--- src/rtl/axis_divide_seq.sv ---
// AXI-Stream radix-2 restoring divider, one quotient bit per clock.
// Joins a dividend and a divisor beat; emits {remainder, quotient}.
module axis_divide_seq #(
  parameter int DATA_WIDTH = 32,
  parameter int SIGNED     = 1,
  parameter int TID_WIDTH  = 4
) (
  input  logic                    aclk,
  input  logic                    aresetn,
  input  logic [DATA_WIDTH-1:0]   a_tdata,
  input  logic                    a_tvalid,
  output logic                    a_tready,
  input  logic [TID_WIDTH-1:0]    a_tid,
  input  logic [DATA_WIDTH-1:0]   b_tdata,
  input  logic                    b_tvalid,
  output logic                    b_tready,
  output logic [2*DATA_WIDTH-1:0] result_tdata,
  output logic [1:0]              result_tuser,
  output logic [TID_WIDTH-1:0]    result_tid,
  output logic                    result_tlast,
  output logic                    result_tvalid,
  input  logic                    result_tready
);

  localparam int W  = DATA_WIDTH;
  localparam int CW = $clog2(W);
  localparam bit SGN = (SIGNED != 0);

  typedef enum logic [1:0] {
    IDLE,
    CALC,
    FIX,
    DONE
  } state_t;

  state_t state, state_nxt;

  logic [CW-1:0]        cnt;
  logic [W-1:0]         q;
  logic [W-1:0]         rem;
  logic [W-1:0]         dvs;
  logic [W-1:0]         a_raw;
  logic                 sign_a;
  logic                 sign_b;
  logic                 dz;
  logic                 ovf;
  logic [TID_WIDTH-1:0] tid;

  logic         accept;
  logic         hs;
  logic         neg_a;
  logic         neg_b;
  logic [W-1:0] mag_a;
  logic [W-1:0] mag_b;
  logic         is_min;
  logic [W:0]   trial;
  logic         ge;
  logic [W-1:0] diff;
  logic [W-1:0] q_fix;
  logic [W-1:0] r_fix;

  assign accept = aresetn & (state == IDLE)
                & a_tvalid & b_tvalid;
  assign a_tready = accept;
  assign b_tready = accept;
  assign hs = result_tvalid & result_tready;
  assign result_tlast = result_tvalid;

  assign neg_a  = SGN & a_tdata[W-1];
  assign neg_b  = SGN & b_tdata[W-1];
  assign mag_a  = neg_a ? -a_tdata : a_tdata;
  assign mag_b  = neg_b ? -b_tdata : b_tdata;
  assign is_min = (a_tdata == {1'b1, {(W-1){1'b0}}});

  // Trial is W+1 bits; when it fits, the difference is below the divisor
  assign trial = {rem, q[W-1]};
  assign ge    = (trial >= {1'b0, dvs});
  assign diff  = trial[W-1:0] - dvs;

  always_comb begin
    q_fix = (sign_a ^ sign_b) ? -q : q;
    r_fix = sign_a ? -rem : rem;
    if (dz) begin
      q_fix = '1;
      r_fix = a_raw;
    end else if (ovf) begin
      q_fix = {1'b1, {(W-1){1'b0}}};
      r_fix = '0;
    end
  end

  always_comb begin
    state_nxt = state;
    unique case (state)
      IDLE: if (accept) state_nxt = CALC;
      CALC: if (cnt == '0) state_nxt = FIX;
      FIX:  state_nxt = DONE;
      DONE: if (hs) state_nxt = IDLE;
      default: state_nxt = IDLE;
    endcase
  end

  always_ff @(posedge aclk or negedge aresetn) begin
    if (!aresetn) begin
      state <= IDLE;
    end else begin
      state <= state_nxt;
    end
  end

  always_ff @(posedge aclk or negedge aresetn) begin
    if (!aresetn) begin
      cnt           <= '0;
      q             <= '0;
      rem           <= '0;
      dvs           <= '0;
      a_raw         <= '0;
      sign_a        <= 1'b0;
      sign_b        <= 1'b0;
      dz            <= 1'b0;
      ovf           <= 1'b0;
      tid           <= '0;
      result_tdata  <= '0;
      result_tuser  <= '0;
      result_tid    <= '0;
      result_tvalid <= 1'b0;
    end else begin
      unique case (state)
        IDLE: begin
          if (accept) begin
            q      <= mag_a;
            dvs    <= mag_b;
            rem    <= '0;
            a_raw  <= a_tdata;
            sign_a <= neg_a;
            sign_b <= neg_b;
            dz     <= ~|b_tdata;
            ovf    <= SGN & is_min & (&b_tdata);
            tid    <= a_tid;
            cnt    <= CW'(W-1);
          end
        end
        CALC: begin
          rem <= ge ? diff : trial[W-1:0];
          q   <= {q[W-2:0], ge};
          cnt <= cnt - 1'b1;
        end
        FIX: begin
          result_tdata <= {r_fix, q_fix};
          result_tuser <= {ovf, dz};
          result_tid   <= tid;
        end
        DONE: begin
          // Valid rises one cycle into DONE, drops on the handshake
          result_tvalid <= ~hs;
        end
        default: ;
      endcase
    end
  end

endmodule

--- config.mk ---
export PLATFORM = sky130hd
export DESIGN_NAME = axis_divide_seq
export DESIGN_NICKNAME = d
export VERILOG_FILES = /design/src/rtl/axis_divide_seq.sv
export SDC_FILE = /design/constraint.sdc
export NUM_CORES = 1
export LEC_CHECK = 0
export CAP_MARGIN = 20
export CORE_ASPECT_RATIO = 1.2
export CORE_MARGIN = 5
export CORE_UTILIZATION = 30
export DETAILED_ROUTE_END_ITERATION = 16
export PLACE_DENSITY = 0.54
export RECOVER_POWER = 25
export SYNTH_ARGS = -nofsm -noshare
export SYNTH_HDL_FRONTEND = slang
export SYNTH_SLANG_ARGS = --single-unit
--- constraint.sdc ---
create_clock -name aclk -period 3.4 [get_ports aclk]
set_clock_uncertainty 0.15 [all_clocks]
set_input_delay 0.68 -clock aclk [delete_from_list [all_inputs] [get_ports aclk]]
set_output_delay 0.68 -clock aclk [all_outputs]
set_load 0.1 [all_outputs]
==> impl_metrics.csv, run 1 <==
group,metric,value,unit
outcome,status,"finished with violations",
outcome,failing_checks,"capacitance limit, slew limit",
floorplanning,floorplan.die_area,48680,um^2
worst_setup_path,worstSetupStartpoint,"rem[6]",
worst_setup_path,r2r_start,"rem[6]",
worst_setup_path,capturing_element_type_of_the_critical_path,"flip-flop",
finish,multi_input_comb_area,7526,um^2
global_routing,grt_max_degree,136,
floorplanning,coreArea,43830,um^2
finish,syn_to_final_growth,28.13,%
global_routing,grt-busiest-layer,"met2",
synthesis,mappedNetlistNets,1718,
sta,max-slew-margin-rel,-0.2583,
synthesis,synth_cells,1601,
worst_setup_path,timing.critical_path.required,3.73,ns
synthesis,synth_warnings,0,
finish,antenna_cells,0,
finish,final_layout_size_suffix_gt1_frac,0.1668,
synthesis,synth_edf_count,0,
placed_design,placement.io_buffers,146,
global_routing,grt_use_met1,0.2090,
synthesis,synth_sequential_area_ratio,0.4006,
worst_hold_path,hold_depth,2,
global_routing,grt_pass1_wl,65.13,mm
global_routing,global_routing_usage_summed_across_all_routing_layers,0.1611,
floorplanning,die_outline_height,240.7,um
synthesis,post_synthesis_instance_area,13300,um^2
finish,net_count_final,1941,
detailed_routing,routed_via_density,5.000,
worst_setup_path,number_of_cell_instances_on_the_worst_register_to_register_path,10,
synthesis,ys.flop_type,"dfrtp_1",
clock_network,clock_tree_from_tritoncts,"yes",
run,timing.max_cap.violations,1,
worst_setup_path,worst_ep_arrival_time,3.70,ns
global_routing,global_route.usage.met3,0.02271,
floorplanning,floorplan.initialDensity,0.3036,
finish,area_of_all_sequential_standard_cells,5333,um^2
sta,finalCritPeriodShare,0.9914,
detailed_routing,route.antenna.remaining_nets,0,
worst_setup_path,r2r_setup_slack,0.03,ns
sta,setup_viol,0,
finish,num-fill-cells,4495,
detailed_routing,avgRoutedWirePerCell,16.73,um
worst_hold_path,worst_hold_path_type,"flip-flop to flip-flop",
global_routing,use_met2,0.2813,
worst_setup_path,timing.critical_path.to,"result_tdata[58]",
placed_design,globalplace.congestion,0.8790,
clock_network,clock_tree.htree_level_count,1,
detailed_routing,routed_wl,40.13,mm
sta,timing.final.max_slew_violations,136,
global_routing,antenna_found_initial,0,
clock_network,max-clock-path-buffers,3,
placed_design,placed_cells,2352,
synthesis,asyncSetResetFlopFracSynth,1.000,
global_routing,gr-total-overflow,0,
detailed_routing,drt-initial-drc-count,521,
sta,tightest_slew,1.888,ns
global_routing,number_of_global_route_vias_before_repair,12050,
sta,whs,0.3179,ns
worst_setup_path,cp-start-kind,"flip-flop",
finish,fin_cells,2399,
clock_network,cts_made_buffers,26,
detailed_routing,routed-via-count,11990,
sta,min_period,3.371,ns
sta,grt_setup_unrepaired,"true",
sta,hold_viol_final,0,
floorplanning,cell_row_count,84,
synthesis,unique_cell_type_count_in_the_yosys_netlist,64,
clock_network,clock_sink_count,213,
clock_network,path_clk_slew,0.06,ns
floorplanning,io_pins,147,
detailed_routing,firstDrtPassIters,5,
clock_network,cts_root_buf,"clkbuf_16",
clock_network,clock_latency,0.55,ns
worst_setup_path,path_class,"flip-flop to flip-flop",
synthesis,syn_area_per_cell,8.310,um^2
placed_design,hpwl,30.49,mm
worst_setup_path,critical_path.max_fanout,4,
synthesis,synth-seq-cells,213,
detailed_routing,drt_drc_violations_left,0,
floorplanning,die_x,202.2,um
sta,max_freq,0.2967,GHz
worst_setup_path,reg2reg_to,"result_tdata[58]",
## per-layer routing
layer | routed length [um] | vias up
met2 | 19360 | 245
met5 | 0 | -
li1 | - | 6040
met1 | 17880 | 5644
met3 | 1788 | 65
met4 | 1113 | 0
## worst min-delay path by stage
stage	from	to	slack (ns)
after global placement	tid[0]	tid[0]	0.30
final	tid[3]	tid[3]	0.32
after global routing	tid[0]	tid[0]	0.33
after floorplan	aresetn	a_raw[0]	0.23
after detailed placement	tid[3]	tid[3]	0.31
after CTS	tid[3]	tid[3]	0.32
## area by class of cell
| type | count | share of cell area |
|---|---|---|
| Timing Repair Buffer | 287 | 0.1411 |
| Tap cell | 559 | 0.04103 |
| Sequential cell | 213 | 0.3128 |
| Clock buffer | 38 | 0.04551 |
| Multi-Input combinational cell | 1234 | 0.4415 |
| Clock inverter | 6 | 0.004184 |
| Inverter | 62 | 0.01387 |
## what timing repair did
action / in CTS / in global routing
gates resized for setup: 2 / 23
pin swaps: 0 / 6
gates cloned: 0 / 0
setup endpoints to repair: 2 / 45
buffers inserted: 0 / 2
hold buffers: 1 / 0
endpoints found under the hold margin: 14 / 0
## cell usage after synthesis, drive strengths merged, types with 7 or more instances
| cell type | n | share of area |
|---|---|---|
| nand3 | 23 | 0.0087 |
| nand2 | 319 | 0.090 |
| or3 | 15 | 0.0082 |
| nor2b | 7 | 0.0033 |
| nor3 | 22 | 0.0087 |
| o22a | 17 | 0.011 |
| o21ai | 206 | 0.078 |
| a21o | 9 | 0.0051 |
| mux2i | 26 | 0.020 |
| buf | 16 | 0.0058 |
| a21oi | 111 | 0.042 |
| nor4 | 14 | 0.0082 |
| a32oi | 10 | 0.0066 |
| clkbuf | 76 | 0.021 |
| nand4 | 13 | 0.0061 |
| o41ai | 19 | 0.015 |
| inv | 61 | 0.017 |
| xor2 | 107 | 0.070 |
| nor2 | 100 | 0.028 |
| ha | 43 | 0.040 |
| dfrtp | 213 | 0.40 |
| or4 | 25 | 0.016 |
| o31ai | 33 | 0.019 |
| xnor2 | 40 | 0.026 |
## logic make-up (layout without fill, tap and decap cells)
group           after synthesis  after routing  synth area share
simple gates                561            561            0.1885
xor+xnor                    147            147           0.09677
buf+inv                     154            393           0.04477
compound gates              450            450            0.2028
fa+ha+maj                    44             44           0.04195
mux                          32             32           0.02464
flops                       213            213            0.4006
## sequential cells by signal, summed over array words and instances (netlist names), 2 cells and up
| register | cells |
|---|---|
| state | 2 |
| dvs | 32 |
| rem | 32 |
| cnt | 5 |
| result_tid | 4 |
| a_raw | 32 |
| q | 32 |
| tid | 4 |
| result_tuser | 2 |
| result_tdata | 64 |
## metrics by stage
step                utilization  TNS [ns]  cell area [um^2]  setup WS [ns]
global placement         0.3662    -6.494             16050        -0.4475
finish                   0.3889         0             17050        0.02908
CTS                      0.3861         0             16920        0.02461
detailed placement       0.3662    -7.356             16050        -0.4518
floorplan                     -         0             13310         0.1541
global route             0.3889   -0.1195             17050       -0.09835
## critical path, cell delays in order (launching register included)
cell      delay, ns
dfrtp_1        0.37
or4_4          0.56
nor4_4         0.28
buf_4          0.19
nand3_4        0.07
or4_4          0.44
or3_4          0.42
o41ai_4        0.23
xor2_1         0.12
o311ai_2       0.28
o21a_1         0.16
## cell usage in the layout (no fill, tap or decap), types with 5 or more instances in the layout
cell,n
nand4_1,13
or4_4,6
nor2b_1,7
buf_4,208
a21o_1,9
nor2_1,99
clkbuf_16,26
o31ai_1,32
or3_1,12
a31oi_1,5
nand3_1,20
dfrtp_1,211
a32oi_1,10
xor2_1,107
o21ai_0,203
a21oi_1,109
or4_1,19
nor4_1,10
nor3_1,21
o41ai_1,14
inv_1,60
clkbuf_8,8
xnor2_1,40
clkdlybuf4s50_1,71
ha_1,40
mux2_2,6
nand2b_1,6
o22a_1,17
buf_12,5
nand2_1,319
mux2i_1,26
Power of run 1 is left out: the tool's default activity adds up to more than one toggle a clock period on the data nets, which glitch-free logic cannot reach.
==> run 2, diff against run 1 <==
--- a/config.mk
+++ b/config.mk
@@ -10,8 +10,9 @@
 export CORE_MARGIN = 5
 export CORE_UTILIZATION = 30
 export DETAILED_ROUTE_END_ITERATION = 16
-export PLACE_DENSITY = 0.54
+export PLACE_DENSITY = 0.52
 export RECOVER_POWER = 25
+export SETUP_SLACK_MARGIN = 0.1
 export SYNTH_ARGS = -nofsm -noshare
 export SYNTH_HDL_FRONTEND = slang
 export SYNTH_SLANG_ARGS = --single-unit
==> constraint.sdc (replaced) <==
create_clock -name aclk -period 4 [get_ports aclk]
set_clock_uncertainty 0.15 [all_clocks]
set_input_delay 0.8 -clock aclk [delete_from_list [all_inputs] [get_ports aclk]]
set_output_delay 0.8 -clock aclk [all_outputs]
set_load 0.1 [all_outputs]
==> impl_metrics.csv, run 2 (same netlist as run 1, synthesis figures left out) <==
group,metric,value,unit
worst_setup_path,timing.critical_path.required,3.05,ns
global_routing,global_routing_usage_summed_across_all_routing_layers,0.1597,
clock_network,clock_latency,0.54,ns
worst_setup_path,critical_path.max_fanout,36,
worst_setup_path,cp-start-kind,"primary input",
worst_setup_path,reg2reg_to,"result_tdata[28]",
floorplanning,die_x,202.2,um
clock_network,max-clock-path-buffers,3,
sta,timing.final.max_slew_violations,148,
worst_setup_path,r2r_setup_slack,0.46,ns
floorplanning,die_outline_height,240.7,um
worst_hold_path,hold_depth,2,
clock_network,path_clk_slew,0.06,ns
finish,largest_reg_flops,64,
finish,final_layout_size_suffix_gt1_frac,0.07281,
detailed_routing,routed-via-count,11560,
global_routing,antenna_found_initial,0,
finish,highest_count_cells_in_the_layout_ignoring_fill_and_taps,"319 x nand2_1, 212 x dfrtp_1, 205 x o21ai_0",
worst_hold_path,worst_hold_startpoint,"a_raw[0]",
finish,net_count_final,1858,
global_routing,grt_pass1_wl,63.96,mm
worst_setup_path,path_class,"primary input to output pin",
floorplanning,floorplan.die_area,48680,um^2
sta,max-slew-margin-rel,-0.1295,
worst_setup_path,number_of_cell_instances_on_the_worst_register_to_register_path,11,
sta,tightest_slew,1.694,ns
worst_hold_path,hold_end,"a_raw[0]",
finish,antenna_cells,0,
global_routing,number_of_global_route_vias_before_repair,11440,
clock_network,clock_sink_count,213,
floorplanning,io_pins,147,
placed_design,pre_cts_ws,-0.03929,ns
sta,setup_ws,0.2764,ns
placed_design,placement.io_buffers,146,
clock_network,cts.repair.resized,0,
clock_network,clock_tree_from_tritoncts,"yes",
sta,min_period,3.724,ns
detailed_routing,avgRoutedWirePerCell,17.15,um
placed_design,hpwl,30.20,mm
detailed_routing,routed_wl,39.73,mm
clock_network,cts.repair_timing.setup_buffer_count,0,
clock_network,cts_root_buf,"clkbuf_16",
outcome,failing_checks,"capacitance limit, slew limit",
run,timing.max_cap.violations,2,
finish,registers.top_by_ff_count,"result_tdata",
floorplanning,coreArea,43830,um^2
detailed_routing,route.antenna.remaining_nets,0,
sta,setup_viol,0,
detailed_routing,drt-initial-drc-count,566,
global_routing,gr-total-overflow,0,
finish,mostFrequentLayoutCell,"nand2_1",
sta,max_freq,0.2686,GHz
sta,hold_viol_final,0,
worst_setup_path,capturing_element_type_of_the_critical_path,"output pin",
worst_setup_path,r2r_start,"q[0]",
outcome,status,"finished with violations",
global_routing,grt_max_degree,103,
detailed_routing,drt_drc_violations_left,0,
detailed_routing,firstDrtPassIters,4,
floorplanning,cell_row_count,84,
finish,syn_to_final_growth,22.85,%
finish,final_core_utilization,0.3729,
floorplanning,floorplan.initialDensity,0.3036,
detailed_routing,routed_via_density,4.990,
worst_hold_path,worst_hold_path_type,"flip-flop to flip-flop",
clock_network,clock_tree.htree_level_count,1,
sta,finalCritPeriodShare,0.9309,
clock_network,cts_made_buffers,25,
sta,grt_setup_unrepaired,"false",
placed_design,globalplace.congestion,0.8896,
worst_setup_path,worst_ep_arrival_time,2.77,ns
==> run 2: changes by cell type in the layout (fill, tap and decap cells not counted), moves of 3 or more <==
cell | before | now
clkbuf_1 | 4 | 12
o41ai_4 | 3 | 0
nand3_1 | 20 | 23
buf_4 | 208 | 52
clkbuf_2 | 0 | 3
clkdlybuf4s50_1 | 71 | 142
==> run 2: cell type report <==
| cell class | count | area (um^2) |
|---|---|---|
| Inverter | 62 | 232.7 |
| Clock buffer | 41 | 745.7 |
| Timing Repair Buffer | 205 | 1929 |
| Sequential cell | 213 | 5331 |
| Multi-Input combinational cell | 1234 | 7385 |
| Clock inverter | 3 | 21.27 |
| Fill cell | 4508 | 27480 |
| Tap cell | 559 | 699.4 |
==> run 2: metal layers <==
metal	track usage	vias up	part of all wire
li1	-	5871	-
met1	0.2153	5408	0.46
met2	0.2750	230	0.48
met3	0.01855	52	0.037
met4	0.04219	0	0.024
met5	0	-	0
==> run 2: worst max path at each step <==
| stage | start | end | cells past startpoint |
|---|---|---|---|
| final | aresetn | b_tready | 5 |
| after global routing | aresetn | b_tready | 5 |
| after CTS | aresetn | b_tready | 5 |
| after detailed placement | a_tdata[8] | q[29] | 10 |
| after global placement | a_tdata[8] | q[29] | 10 |
| after floorplan | b_tvalid | b_tready | 5 |
==> run 2: critical path, cell delays in order <==
cell,delay [ns]
dlygate4sd3_1,0.56
buf_8,0.26
nand4_1,0.31
inv_1,0.56
buf_12,0.25
==> run 2: through the flow <==
step           instances  setup TNS (ns)  hold WS (ns)  cell area, um^2
2_1_floorplan       1601               0        0.2901            13310
3_3_place_gp        2271               0        0.3044            15600
3_5_place_dp        2271        -0.04101        0.3128            15600
4_1_cts             2316               0        0.3292            16370
5_1_grt             2317               0        0.3376            16340
6_report            2317               0        0.3263            16340
==> run 2: repair_timing <==
item / in CTS / in global routing
hold endpoints to repair: 32 / 0
hold buffers: 1 / 0
endpoints found under the setup margin: 0 / 0
Power of run 2 is left out for the same reason.
==> run 3, diff against run 2 <==
==> constraint.sdc (replaced) <==
create_clock -name aclk -period 3.5 [get_ports aclk]
set_clock_uncertainty 0.15 [all_clocks]
set_input_delay 0.7 -clock aclk [delete_from_list [all_inputs] [get_ports aclk]]
set_output_delay 0.7 -clock aclk [all_outputs]
set_load 0.1 [all_outputs]
==> impl_metrics.csv, run 3 (same netlist as run 1, synthesis figures left out) <==
group,metric,value,unit
worst_setup_path,timing.critical_path.required,3.82,ns
floorplanning,cell_row_count,84,
global_routing,global_routing_usage_summed_across_all_routing_layers,0.1646,
clock_network,clock_latency,0.53,ns
worst_hold_path,worst_hold_startpoint,"tid[3]",
finish,antenna_cells,0,
detailed_routing,drt-initial-drc-count,416,
finish,registers.top_by_ff_count,"result_tdata",
clock_network,clock_sink_count,213,
worst_setup_path,reg2reg_to,"result_tdata[58]",
floorplanning,die_outline_height,240.7,um
worst_setup_path,capturing_element_type_of_the_critical_path,"flip-flop",
worst_setup_path,critical_path.max_fanout,4,
finish,largest_reg_flops,64,
finish,mostFrequentLayoutCell,"nand2_1",
worst_setup_path,r2r_start,"rem[6]",
detailed_routing,drt_drc_violations_left,0,
worst_hold_path,hold_depth,2,
outcome,failing_checks,"capacitance limit, slew limit",
sta,finalCritPeriodShare,0.9464,
sta,max-slew-margin-rel,-0.2373,
detailed_routing,routed-via-count,11820,
placed_design,hpwl,31.71,mm
clock_network,cts-hold-fix-buffers,0,
sta,hold_viol_final,0,
detailed_routing,firstDrtPassIters,4,
clock_network,max-clock-path-buffers,3,
placed_design,placed_cell_area,16060,um^2
floorplanning,die_x,202.2,um
outcome,status,"finished with violations",
worst_hold_path,worst_hold_path_type,"flip-flop to flip-flop",
clock_network,cts_root_buf,"clkbuf_16",
floorplanning,floorplan.initialDensity,0.3036,
sta,setup_viol,0,
floorplanning,io_pins,147,
worst_setup_path,number_of_cell_instances_on_the_worst_register_to_register_path,9,
sta,timing.final.max_slew_violations,34,
global_routing,grt_pass1_wl,65.60,mm
clock_network,clock_tree.htree_level_count,1,
sta,min_period,3.312,ns
clock_network,clock_tree_from_tritoncts,"yes",
finish,syn_to_final_growth,28.07,%
placed_design,globalplace.congestion,0.8647,
floorplanning,coreArea,43830,um^2
global_routing,antenna_found_initial,0,
sta,grt_setup_unrepaired,"true",
detailed_routing,routed_wl,41.21,mm
finish,postLayoutCellArea,17040,um^2
worst_setup_path,worst_ep_arrival_time,3.63,ns
global_routing,gr-total-overflow,0,
detailed_routing,avgRoutedWirePerCell,17.19,um
finish,final_core_utilization,0.3888,
detailed_routing,route.antenna.remaining_nets,0,
run,timing.max_cap.violations,1,
worst_setup_path,cp-start-kind,"flip-flop",
global_routing,number_of_global_route_vias_before_repair,11970,
placed_design,placement.io_buffers,146,
finish,highest_count_cells_in_the_layout_ignoring_fill_and_taps,"319 x nand2_1, 212 x dfrtp_1, 205 x buf_4",
worst_setup_path,r2r_setup_slack,0.19,ns
worst_hold_path,hold_end,"tid[3]",
finish,net_count_final,1938,
sta,max_freq,0.3019,GHz
floorplanning,floorplan.die_area,48680,um^2
sta,tightest_slew,1.856,ns
worst_setup_path,path_class,"flip-flop to flip-flop",
clock_network,path_clk_slew,0.06,ns
global_routing,grt_max_degree,126,
clock_network,cts_made_buffers,25,
finish,final_layout_size_suffix_gt1_frac,0.1632,
detailed_routing,routed_via_density,4.932,
-- run 3: cell count changes in the layout (fill, tap and decap cells not counted), moves of 4 or more --
cell,before,now
buf_4,52,205
clkdlybuf4s50_1,142,67
clkbuf_1,12,5
buf_12,3,7
bufinv_16,0,4
clkinv_2,1,5
-- run 3: stage by stage --
stage	worst slack (ns)	hold slack, ns	instances	setup TNS, ns
after floorplan	0.2541	0.2544	1601	0
after global placement	-0.3540	0.3044	2351	-4.307
after detailed placement	-0.3989	0.3082	2351	-5.375
after CTS	0.1029	0.05982	2395	0
after global routing	0.06276	0.3325	2397	0
final	0.1878	0.3213	2397	0
-- run 3: critical path, stage by stage, from the launching register on --
cell and delay [ns]:
dfrtp_1 0.38, or4_4 0.57, nor4_4 0.23, nand3_1 0.16
or4_4 0.48, or3_4 0.42, o41ai_4 0.27, xor2_2 0.15
o311ai_2 0.29, o21a_1 0.17
-- run 3: final cells by class --
cell class	instances	area (um^2)
Inverter	62	236.5
Fill cell	4480	26790
Clock buffer	34	719.4
Multi-Input combinational cell	1234	7495
Clock inverter	10	152.6
Timing Repair Buffer	285	2405
Tap cell	559	699.4
Sequential cell	213	5331
-- run 3: worst max path at each step --
stage	start	end	cells past startpoint
after floorplan	rem[25]	rem[24]	13
after global placement	a_tdata[8]	q[29]	10
after detailed placement	a_tdata[8]	q[29]	10
after CTS	rem[6]	result_tdata[58]	9
after global routing	q[31]	rem[30]	13
final	rem[6]	result_tdata[58]	9
-- run 3: metal layers --
layer | up-vias | part of all wire | track usage
met5 | - | 0 | 0
met4 | 0 | 0.026 | 0.04651
met3 | 55 | 0.034 | 0.01989
met2 | 201 | 0.49 | 0.2940
met1 | 5548 | 0.45 | 0.2113
li1 | 6019 | - | -
-- run 3: repair_timing --
| action | 4_1_cts | 5_1_grt |
|---|---|---|
| setup endpoints to repair | 2 | 22 |
| pin swaps | 0 | 8 |
| resized for setup | 1 | 22 |
| setup buffers | 0 | 2 |
| cloned | 0 | 0 |
Power of run 3 is left out for the same reason.
